===== src/rtl/seq_gen.sv =====
// seq_gen: serial pattern transmitter for the 6-bit sequence-detector link.
//
// On an accepted start, sends PAT_A (btn=1) or PAT_B (btn=0) MSB first on x,
// one bit per clock. The pattern is repeated REPS times, with GAP idle cycles
// between repetitions. A single-cycle done pulse follows the final bit.
//
// Ports:
//   clk    in   system clock, rising edge
//   rst_n  in   asynchronous active-low reset
//   start  in   transmission request, sampled only in IDLE
//   btn    in   pattern select, latched with the accepted start
//   x      out  serial data bit (0 whenever valid=0)
//   valid  out  high while x carries a pattern (or parity) bit
//   busy   out  high from accepted start until transmission ends
//   done   out  one-cycle pulse after the last bit of the last repetition
//
// Optional feature: define SEQ_GEN_PARITY_EN to append an even-parity bit
// after every repetition of the pattern.
module seq_gen #(
    parameter int unsigned    LEN   = 6,
    parameter logic [LEN-1:0] PAT_A = 6'b110010,
    parameter logic [LEN-1:0] PAT_B = 6'b110110,
    parameter int unsigned    REPS  = 1,
    parameter int unsigned    GAP   = 0
) (
    input  logic clk,
    input  logic rst_n,
    input  logic start,
    input  logic btn,
    output logic x,
    output logic valid,
    output logic busy,
    output logic done
);

    localparam int unsigned CW = $clog2(LEN + 2);
    localparam logic [CW-1:0] LAST_DATA = CW'(LEN - 1);
`ifdef SEQ_GEN_PARITY_EN
    localparam logic [CW-1:0] LAST = CW'(LEN);
`else
    localparam logic [CW-1:0] LAST = CW'(LEN - 1);
`endif
    localparam logic [7:0] REPS_M1 = 8'(REPS - 1);
    localparam logic [7:0] GAP_M1  = 8'(GAP - 1);
    localparam bit         HAS_GAP = (GAP != 0);

    typedef enum logic [1:0] {
        IDLE  = 2'd0,
        SHIFT = 2'd1,
        GAPS  = 2'd2,
        FIN   = 2'd3
    } state_t;

    state_t          state_q, state_d;
    logic [LEN-1:0]  sr_q, sr_d;
    logic            sel_q, sel_d;
    logic [CW-1:0]   bit_cnt_q, bit_cnt_d;
    logic [7:0]      rep_cnt_q, rep_cnt_d;
    logic [7:0]      gap_cnt_q, gap_cnt_d;
    logic            x_q, x_d;
    logic            valid_q, valid_d;
    logic            busy_q, busy_d;
    logic            done_q, done_d;

    logic [LEN-1:0]  pat_sel;
    logic [LEN-1:0]  sr_shift;

    always_comb begin
        state_d   = state_q;
        sr_d      = sr_q;
        sel_d     = sel_q;
        bit_cnt_d = bit_cnt_q;
        rep_cnt_d = rep_cnt_q;
        gap_cnt_d = gap_cnt_q;
        x_d       = 1'b0;
        valid_d   = 1'b0;
        busy_d    = 1'b0;
        done_d    = 1'b0;

        // Latched pattern for reloads; the btn input is not consulted again.
        pat_sel  = sel_q ? PAT_A : PAT_B;
        sr_shift = sr_q << 1;

        unique case (state_q)
            IDLE: begin
                if (start) begin
                    sel_d     = btn;
                    sr_d      = btn ? PAT_A : PAT_B;
                    x_d       = btn ? PAT_A[LEN-1] : PAT_B[LEN-1];
                    valid_d   = 1'b1;
                    busy_d    = 1'b1;
                    bit_cnt_d = '0;
                    rep_cnt_d = '0;
                    gap_cnt_d = '0;
                    state_d   = SHIFT;
                end
            end

            SHIFT: begin
                busy_d = 1'b1;
                if (bit_cnt_q != LAST) begin
                    // x_q holds sr_q's MSB, so the next bit is the MSB after shifting.
                    bit_cnt_d = bit_cnt_q + CW'(1);
                    sr_d      = sr_shift;
                    valid_d   = 1'b1;
                    x_d       = sr_shift[LEN-1];
`ifdef SEQ_GEN_PARITY_EN
                    if (bit_cnt_q == LAST_DATA) begin
                        x_d = ^pat_sel;
                    end
`endif
                end else begin
                    rep_cnt_d = rep_cnt_q + 8'd1;
                    if (rep_cnt_q != REPS_M1) begin
                        if (HAS_GAP) begin
                            gap_cnt_d = '0;
                            state_d   = GAPS;
                        end else begin
                            sr_d      = pat_sel;
                            x_d       = pat_sel[LEN-1];
                            valid_d   = 1'b1;
                            bit_cnt_d = '0;
                        end
                    end else begin
                        busy_d  = 1'b0;
                        done_d  = 1'b1;
                        state_d = FIN;
                    end
                end
            end

            GAPS: begin
                busy_d = 1'b1;
                if (gap_cnt_q == GAP_M1) begin
                    sr_d      = pat_sel;
                    x_d       = pat_sel[LEN-1];
                    valid_d   = 1'b1;
                    bit_cnt_d = '0;
                    state_d   = SHIFT;
                end else begin
                    gap_cnt_d = gap_cnt_q + 8'd1;
                end
            end

            FIN: begin
                state_d = IDLE;
            end

            default: begin
                state_d = IDLE;
            end
        endcase
    end

    always_ff @(posedge clk or negedge rst_n) begin
        if (!rst_n) begin
            state_q   <= IDLE;
            sr_q      <= '0;
            sel_q     <= 1'b0;
            bit_cnt_q <= '0;
            rep_cnt_q <= '0;
            gap_cnt_q <= '0;
            x_q       <= 1'b0;
            valid_q   <= 1'b0;
            busy_q    <= 1'b0;
            done_q    <= 1'b0;
        end else begin
            state_q   <= state_d;
            sr_q      <= sr_d;
            sel_q     <= sel_d;
            bit_cnt_q <= bit_cnt_d;
            rep_cnt_q <= rep_cnt_d;
            gap_cnt_q <= gap_cnt_d;
            x_q       <= x_d;
            valid_q   <= valid_d;
            busy_q    <= busy_d;
            done_q    <= done_d;
        end
    end

    assign x     = x_q;
    assign valid = valid_q;
    assign busy  = busy_q;
    assign done  = done_q;

endmodule

===== config.mk =====
export PLATFORM = sky130hd
export DESIGN_NAME = seq_gen
export DESIGN_NICKNAME = d
export VERILOG_FILES = /design/src/rtl/seq_gen.sv
export SDC_FILE = /design/constraint.sdc
export NUM_CORES = 1
export LEC_CHECK = 0
export CORE_MARGIN = 4
export CORE_UTILIZATION = 55
export DETAILED_ROUTE_END_ITERATION = 10
export PLACE_DENSITY = 0.83
export SETUP_SLACK_MARGIN = 0.5
export SYNTH_ARGS = -nofsm -noshare
export SYNTH_HDL_FRONTEND = slang
export SYNTH_SLANG_ARGS = --single-unit

===== constraint.sdc =====
create_clock -name clk -period 3.35 [get_ports clk]
set_input_delay 0.5025 -clock clk [delete_from_list [all_inputs] [get_ports clk]]
set_output_delay 0.5025 -clock clk [all_outputs]
set_load 0.1 [all_outputs]

Word-level counts from Yosys, hierarchy flattened:

Cells that the tools add are included.

* register bits after elaboration: 31
* bits of input ports: 4
* output and inout bits: 4
* logic and storage cells: 69

* $add $sub $neg: 3
* equality and inequality tests: 11
* muxes and demuxes: 35
* reduce and logical (&&, ||, !) cells: 10

Operator list (number)
* case mux 8 bit (2 select lines): 2
* 2-to-1 mux 8 bit: 3
* 2-to-1 mux 5 bit: 4
* 2-to-1 mux 3 bit: 6
* adder 8 x 1 -> 8 bit, second input constant: 2
* case mux 5 bit (3 select lines): 1
* 2-to-1 mux 1 bit: 10
* inequality test 2 bit, second input constant: 5
* case mux 1 bit (3 select lines): 3
* case mux 3 bit (3 select lines): 1
* equality test 8 bit, second input constant: 1
* 2-to-1 mux 2 bit: 4
* case mux 2 bit (4 select lines): 1
* AND reduction 4 bit: 2
* nonzero test 8 bit: 1
* inequality test 3 bit, second input constant: 2
* AND reduction 3 bit: 2
* equality test 2 bit, second input constant: 2
* nonzero test 2 bit: 2
* adder 3 x 1 -> 3 bit, second input constant: 1
* nonzero test 3 bit: 1
* equality test 2 x 1 -> 1 bit, second input constant: 1
* logical NOT 2 bit: 1
* AND reduction 2 bit: 1

Longest topological paths before layout:

* depth after elaboration: 4
* gate-level depth with buffers: 7
* mapped depth without buffers: 6

Least setup slack after synthesis:

OpenSTA, ideal clock, no wires.

* path kind: reg2reg
* start: reg rep_cnt_q[0]
* end: reg sr_q[1]
* library setup time: 0.125 ns
* arrival: 1.771 ns
* required time: 3.225 ns
* path slack: 1.454 ns
* stages on the path, launching flop included: 7
* path buffers: 0
* clock period less this slack: 1.896 ns
* path through: dfrtp_1 -> inv_1 -> ha_1 -> or4b_4 -> nor3_4 -> nand3b_4 -> mux2_4

* longest elaborated chain between the ends: 3

Ends and longest elaborated chain
* start, declared: line 58 `logic [7:0] rep_cnt_q, rep_cnt_d;`
* start signal, assigned: line 172 `rep_cnt_q <= rep_cnt_d;`
* nonzero test 8 bit: line 114 `if (rep_cnt_q != REPS_M1) begin`
* inequality test 3 bit (no line)
* AND reduction 4 bit (no line)
* end signal, assigned: line 169 `sr_q <= sr_d;`
* end, declared: line 55 `logic [LEN-1:0] sr_q, sr_d;`

Every way passes these cells.
A chain may end at the register's enable or synchronous reset.

Worst setup path in the final report:

* start: reg valid_q, in the netlist valid
* end: out valid

RTL lines
* start, declared: line 61 `logic valid_q, valid_d;`
* start signal, assigned: line 175 `valid_q <= valid_d;`
* end, declared: line 31 `output logic valid,`

No word-level cell between the ends.

==> run_summary.xml <==
<?xml version="1.0" encoding="UTF-8"?>
<metrics>
  <group name="critical_path">
    <metric name="slowest_delay" unit="ns">1.13</metric>
    <metric name="cp_cell_sequence" unit="">clkdlybuf4s50_1</metric>
    <metric name="timing.critical_path.to" unit="">valid</metric>
    <metric name="path_depth" unit="">1</metric>
    <metric name="crit_path_max_fanout" unit="">1</metric>
    <metric name="type_of_element_capturing_the_critical_path" unit="">output port</metric>
    <metric name="worst-r2r-setup-slack" unit="ns">1.20</metric>
    <metric name="crit_buf_inv" unit="">1</metric>
    <metric name="worstPathArrival" unit="ns">1.80</metric>
    <metric name="critical_path.reg2reg.startpoint" unit="">state_q[1]$_DFFE_PN0P_</metric>
    <metric name="critPathRequiredTime" unit="ns">2.85</metric>
    <metric name="crit_family" unit="">buffers and inverters</metric>
    <metric name="cp_max_stage_cell" unit="">sky130_fd_sc_hd__clkdlybuf4s50_1</metric>
    <metric name="worst_setup_path_startpoint" unit="">valid$_DFF_PN0_</metric>
    <metric name="setup.worst_path.start_class" unit="">flop</metric>
    <metric name="crit-reg2reg-capture" unit="">rep_cnt_q[5]$_DFFE_PN0P_</metric>
    <metric name="worstRegToRegCells" unit="">6</metric>
    <metric name="timing.setup.critical_path_class" unit="">reg2out</metric>
  </group>
  <group name="sta">
    <metric name="period_share" unit="%">68.6</metric>
    <metric name="timing_worst_slew_pin_value" unit="ns">0.978</metric>
    <metric name="setup_tns" unit="ns">0</metric>
    <metric name="timing.clock.skew" unit="ns">0.0164</metric>
    <metric name="timing.final.hold_violations" unit="">0</metric>
    <metric name="finalSetupViolCount" unit="">0</metric>
    <metric name="post-route-min-period" unit="ns">2.30</metric>
    <metric name="final_slew_viol_count" unit="">0</metric>
    <metric name="slew_headroom" unit="%">34.6</metric>
    <metric name="rsz0062_at_grt" unit="">no</metric>
    <metric name="max_freq" unit="GHz">0.435</metric>
  </group>
  <group name="pwr">
    <metric name="power.density" unit="nW/µm²">299</metric>
    <metric name="design_power_total" unit="mW">0.573</metric>
    <metric name="p_leak" unit="nW">0.850</metric>
    <metric name="max-vdd-ir-drop" unit="mV">0.251</metric>
  </group>
  <group name="logic_synthesis">
    <metric name="flip_flop_and_latch_count_after_synthesis" unit="">30</metric>
    <metric name="ys_types" unit="">48</metric>
    <metric name="number_of_cells_produced_by_synthesis" unit="">182</metric>
    <metric name="area_share_of_the_largest_cell_type_after_synthesis" unit="%">42.4</metric>
    <metric name="yosys_warnings" unit="">0</metric>
    <metric name="synthArstFlopShare" unit="%">100</metric>
    <metric name="synth_edf_count" unit="">0</metric>
    <metric name="postSynth.topFlopCell" unit="">sky130_fd_sc_hd__dfrtp_1</metric>
    <metric name="postSynthAreaPerCell" unit="µm²">9.72</metric>
    <metric name="synthTopCellsByArea" unit="">sky130_fd_sc_hd__dfrtp_1, sky130_fd_sc_hd__ha_1, sky130_fd_sc_hd__nand2_1</metric>
    <metric name="synth_net_count" unit="">193</metric>
    <metric name="ys_seq_area_share" unit="%">42.4</metric>
    <metric name="synthDominantAreaCellType" unit="">sky130_fd_sc_hd__dfrtp_1</metric>
    <metric name="synth.cell_area" unit="µm²">1770</metric>
  </group>
  <group name="floorplanning">
    <metric name="dieArea" unit="µm²">4190</metric>
    <metric name="starting_utilization_of_the_core_area" unit="%">58.0</metric>
    <metric name="placementRows" unit="">20</metric>
    <metric name="core_region_area" unit="µm²">3050</metric>
    <metric name="die_y" unit="µm">64.7</metric>
    <metric name="ios" unit="">8</metric>
    <metric name="die_w" unit="µm">64.7</metric>
  </group>
  <group name="drt">
    <metric name="antenna_left" unit="">0</metric>
    <metric name="post-route-drc-count" unit="">0</metric>
    <metric name="avgRoutedWirePerCell" unit="µm">16.5</metric>
    <metric name="first_iter_violations" unit="">223</metric>
    <metric name="drt_pass1_iterations" unit="">4</metric>
    <metric name="num_vias" unit="">1473</metric>
    <metric name="detail_route.wirelength" unit="µm">3900</metric>
    <metric name="route.detailed.vias_per_inst" unit="">6.24</metric>
  </group>
  <group name="worst_hold_path">
    <metric name="hold_start" unit="">sr_q[3]$_DFFE_PN0P_</metric>
    <metric name="worstHoldPathType" unit="">reg2reg</metric>
  </group>
  <group name="clock_network">
    <metric name="clk_lat_worst_skew" unit="ns">0.34</metric>
    <metric name="clock-root-buffer" unit="">sky130_fd_sc_hd__clkbuf_4</metric>
    <metric name="tritoncts.num_buffers" unit="">5</metric>
    <metric name="cts-hold-fix-buffers" unit="">0</metric>
    <metric name="clkSlewWorstSetupHoldPaths" unit="ns">0.10</metric>
    <metric name="cts-htree-levels" unit="">2</metric>
    <metric name="tritoncts_clock_tree" unit="">yes</metric>
    <metric name="tritoncts_num_sinks" unit="">30</metric>
    <metric name="cts.repair.resized" unit="">0</metric>
    <metric name="ctsLongestPathBuffers" unit="">2</metric>
    <metric name="post-cts-setup-buffers" unit="">0</metric>
  </group>
  <group name="place">
    <metric name="gpl.final_weighted_congestion" unit="">0.895</metric>
    <metric name="dpl-instance-area" unit="µm²">1870</metric>
    <metric name="buffer_ports.inserted" unit="">7</metric>
    <metric name="post-dp-hpwl" unit="µm">2810</metric>
  </group>
  <group name="global_routing">
    <metric name="grtUsageMet1" unit="%">23.9</metric>
    <metric name="grt_met3_usage" unit="%">6.41</metric>
    <metric name="grt_util_all_layers" unit="%">20.5</metric>
    <metric name="globalRoute.totalOverflow" unit="">0</metric>
    <metric name="grt_most_used_layer" unit="">met2</metric>
    <metric name="grt_pass1_vias" unit="">1467</metric>
    <metric name="global_route_wire_length_before_repair" unit="µm">6560</metric>
    <metric name="grt_antenna_before_repair" unit="">0</metric>
    <metric name="grt_max_degree" unit="">31</metric>
    <metric name="use_met2" unit="%">34.9</metric>
  </group>
  <group name="finish">
    <metric name="area_growth_syn_to_layout" unit="%">8.49</metric>
    <metric name="num-nets-final" unit="">203</metric>
    <metric name="antenna_cells" unit="">0</metric>
    <metric name="sequential_cell_area" unit="µm²">751</metric>
    <metric name="drive_above_1_share" unit="%">10.9</metric>
    <metric name="multi_input_area" unit="µm²">942</metric>
    <metric name="fillCellCount" unit="">276</metric>
    <metric name="post-route-cell-area" unit="µm²">1920</metric>
  </group>
  <group name="job">
    <metric name="max_cap_violations" unit="">0</metric>
  </group>
  <group name="outcome">
    <metric name="status" unit="">completed</metric>
  </group>
</metrics>
## cell usage in the layout, fill, tap and decap left out, types with 3 or more instances in the layout
master / count
sky130_fd_sc_hd__a21oi_1: 11
sky130_fd_sc_hd__a31oi_1: 6
sky130_fd_sc_hd__clkbuf_4: 5
sky130_fd_sc_hd__clkdlybuf4s50_1: 7
sky130_fd_sc_hd__dfrtp_1: 30
sky130_fd_sc_hd__ha_1: 7
sky130_fd_sc_hd__inv_1: 13
sky130_fd_sc_hd__mux2_4: 3
sky130_fd_sc_hd__mux2i_1: 5
sky130_fd_sc_hd__nand2_1: 21
sky130_fd_sc_hd__nand3_1: 8
sky130_fd_sc_hd__nand4_1: 4
sky130_fd_sc_hd__nor2_1: 11
sky130_fd_sc_hd__o21ai_0: 10
sky130_fd_sc_hd__o31ai_1: 3
sky130_fd_sc_hd__or3_1: 5
## flip-flops by register name (all words and copies together), names as in the netlist
register,cells
rep_cnt_q,8
bit_cnt_q,3
busy,1
gap_cnt_q,8
valid,1
sel_q,1
sr_q,4
state_q,2
done,1
x,1
## where the power goes
group,switching [mW],internal (mW),leakage [nW]
registers,0,0.362,0.353
clock network,0.120,0.0789,0.0254
logic,0.00832,0.00406,0.471
## worst min-delay path by stage
stage                                           to  slack [ns]  cells past startpoint
after global placement           sel_q$_DFFE_PN0P_        0.50                      1
final                          sr_q[3]$_DFFE_PN0P_        0.53                      1
after detailed placement       sr_q[3]$_DFFE_PN0P_        0.51                      1
after global routing             sel_q$_DFFE_PN0P_        0.55                      1
after floorplan           bit_cnt_q[0]$_DFFE_PN0P_        0.21                      0
after CTS                      sr_q[3]$_DFFE_PN0P_        0.53                      1
## cells in the mapped netlist, types with 3 or more instances
cell type / instances
sky130_fd_sc_hd__dfrtp_1: 30
sky130_fd_sc_hd__nand2_1: 21
sky130_fd_sc_hd__inv_1: 13
sky130_fd_sc_hd__a21oi_1: 11
sky130_fd_sc_hd__nor2_1: 11
sky130_fd_sc_hd__o21ai_0: 10
sky130_fd_sc_hd__nand3_1: 8
sky130_fd_sc_hd__ha_1: 7
sky130_fd_sc_hd__a31oi_1: 6
sky130_fd_sc_hd__mux2i_1: 5
sky130_fd_sc_hd__or3_1: 5
sky130_fd_sc_hd__nand4_1: 4
sky130_fd_sc_hd__clkbuf_1: 3
sky130_fd_sc_hd__mux2_4: 3
sky130_fd_sc_hd__o31ai_1: 3
## metal layers
metal  routed length (µm)  share of wire [%]
met1                 1550                 40
met3                  237                6.1
met5                    0                  0
met2                 2020                 52
met4                   81                2.1
## through the flow
step	hold WS [ns]	instances	setup WS (ns)	util [%]
after CTS	0.527	236	1.03	62.9
after detailed placement	0.506	229	1.07	61.4
after global placement	0.495	229	1.14	61.4
after global routing	0.548	236	1.00	62.9
final	0.531	236	1.05	62.9
after floorplan	0.207	182	1.45	-
## logic make-up (layout without fill, tap and decap cells)
group                    after synthesis  after routing  synth area share, %
AND/OR/NAND/NOR                       66             66                 20.7
AO/OA/AOI/OAI                         50             50                 20.4
XOR/XNOR                               1              1                0.495
buffers and inverters                 18             28                 4.31
multiplexers                          10             10                 6.65
adder cells (fa/ha/maj)                7              7                 4.95
flip-flops                            30             30                 42.4
## final cells by class
cell class / instances / share of cell area, %
clock buffers: 7 / 2.35
inverters: 13 / 2.54
multi-input cells: 134 / 49.1
flip-flops and latches: 30 / 39.1
well taps: 44 / 2.87
repair buffers: 8 / 4.04
Power figures use the tool's default switching activity.
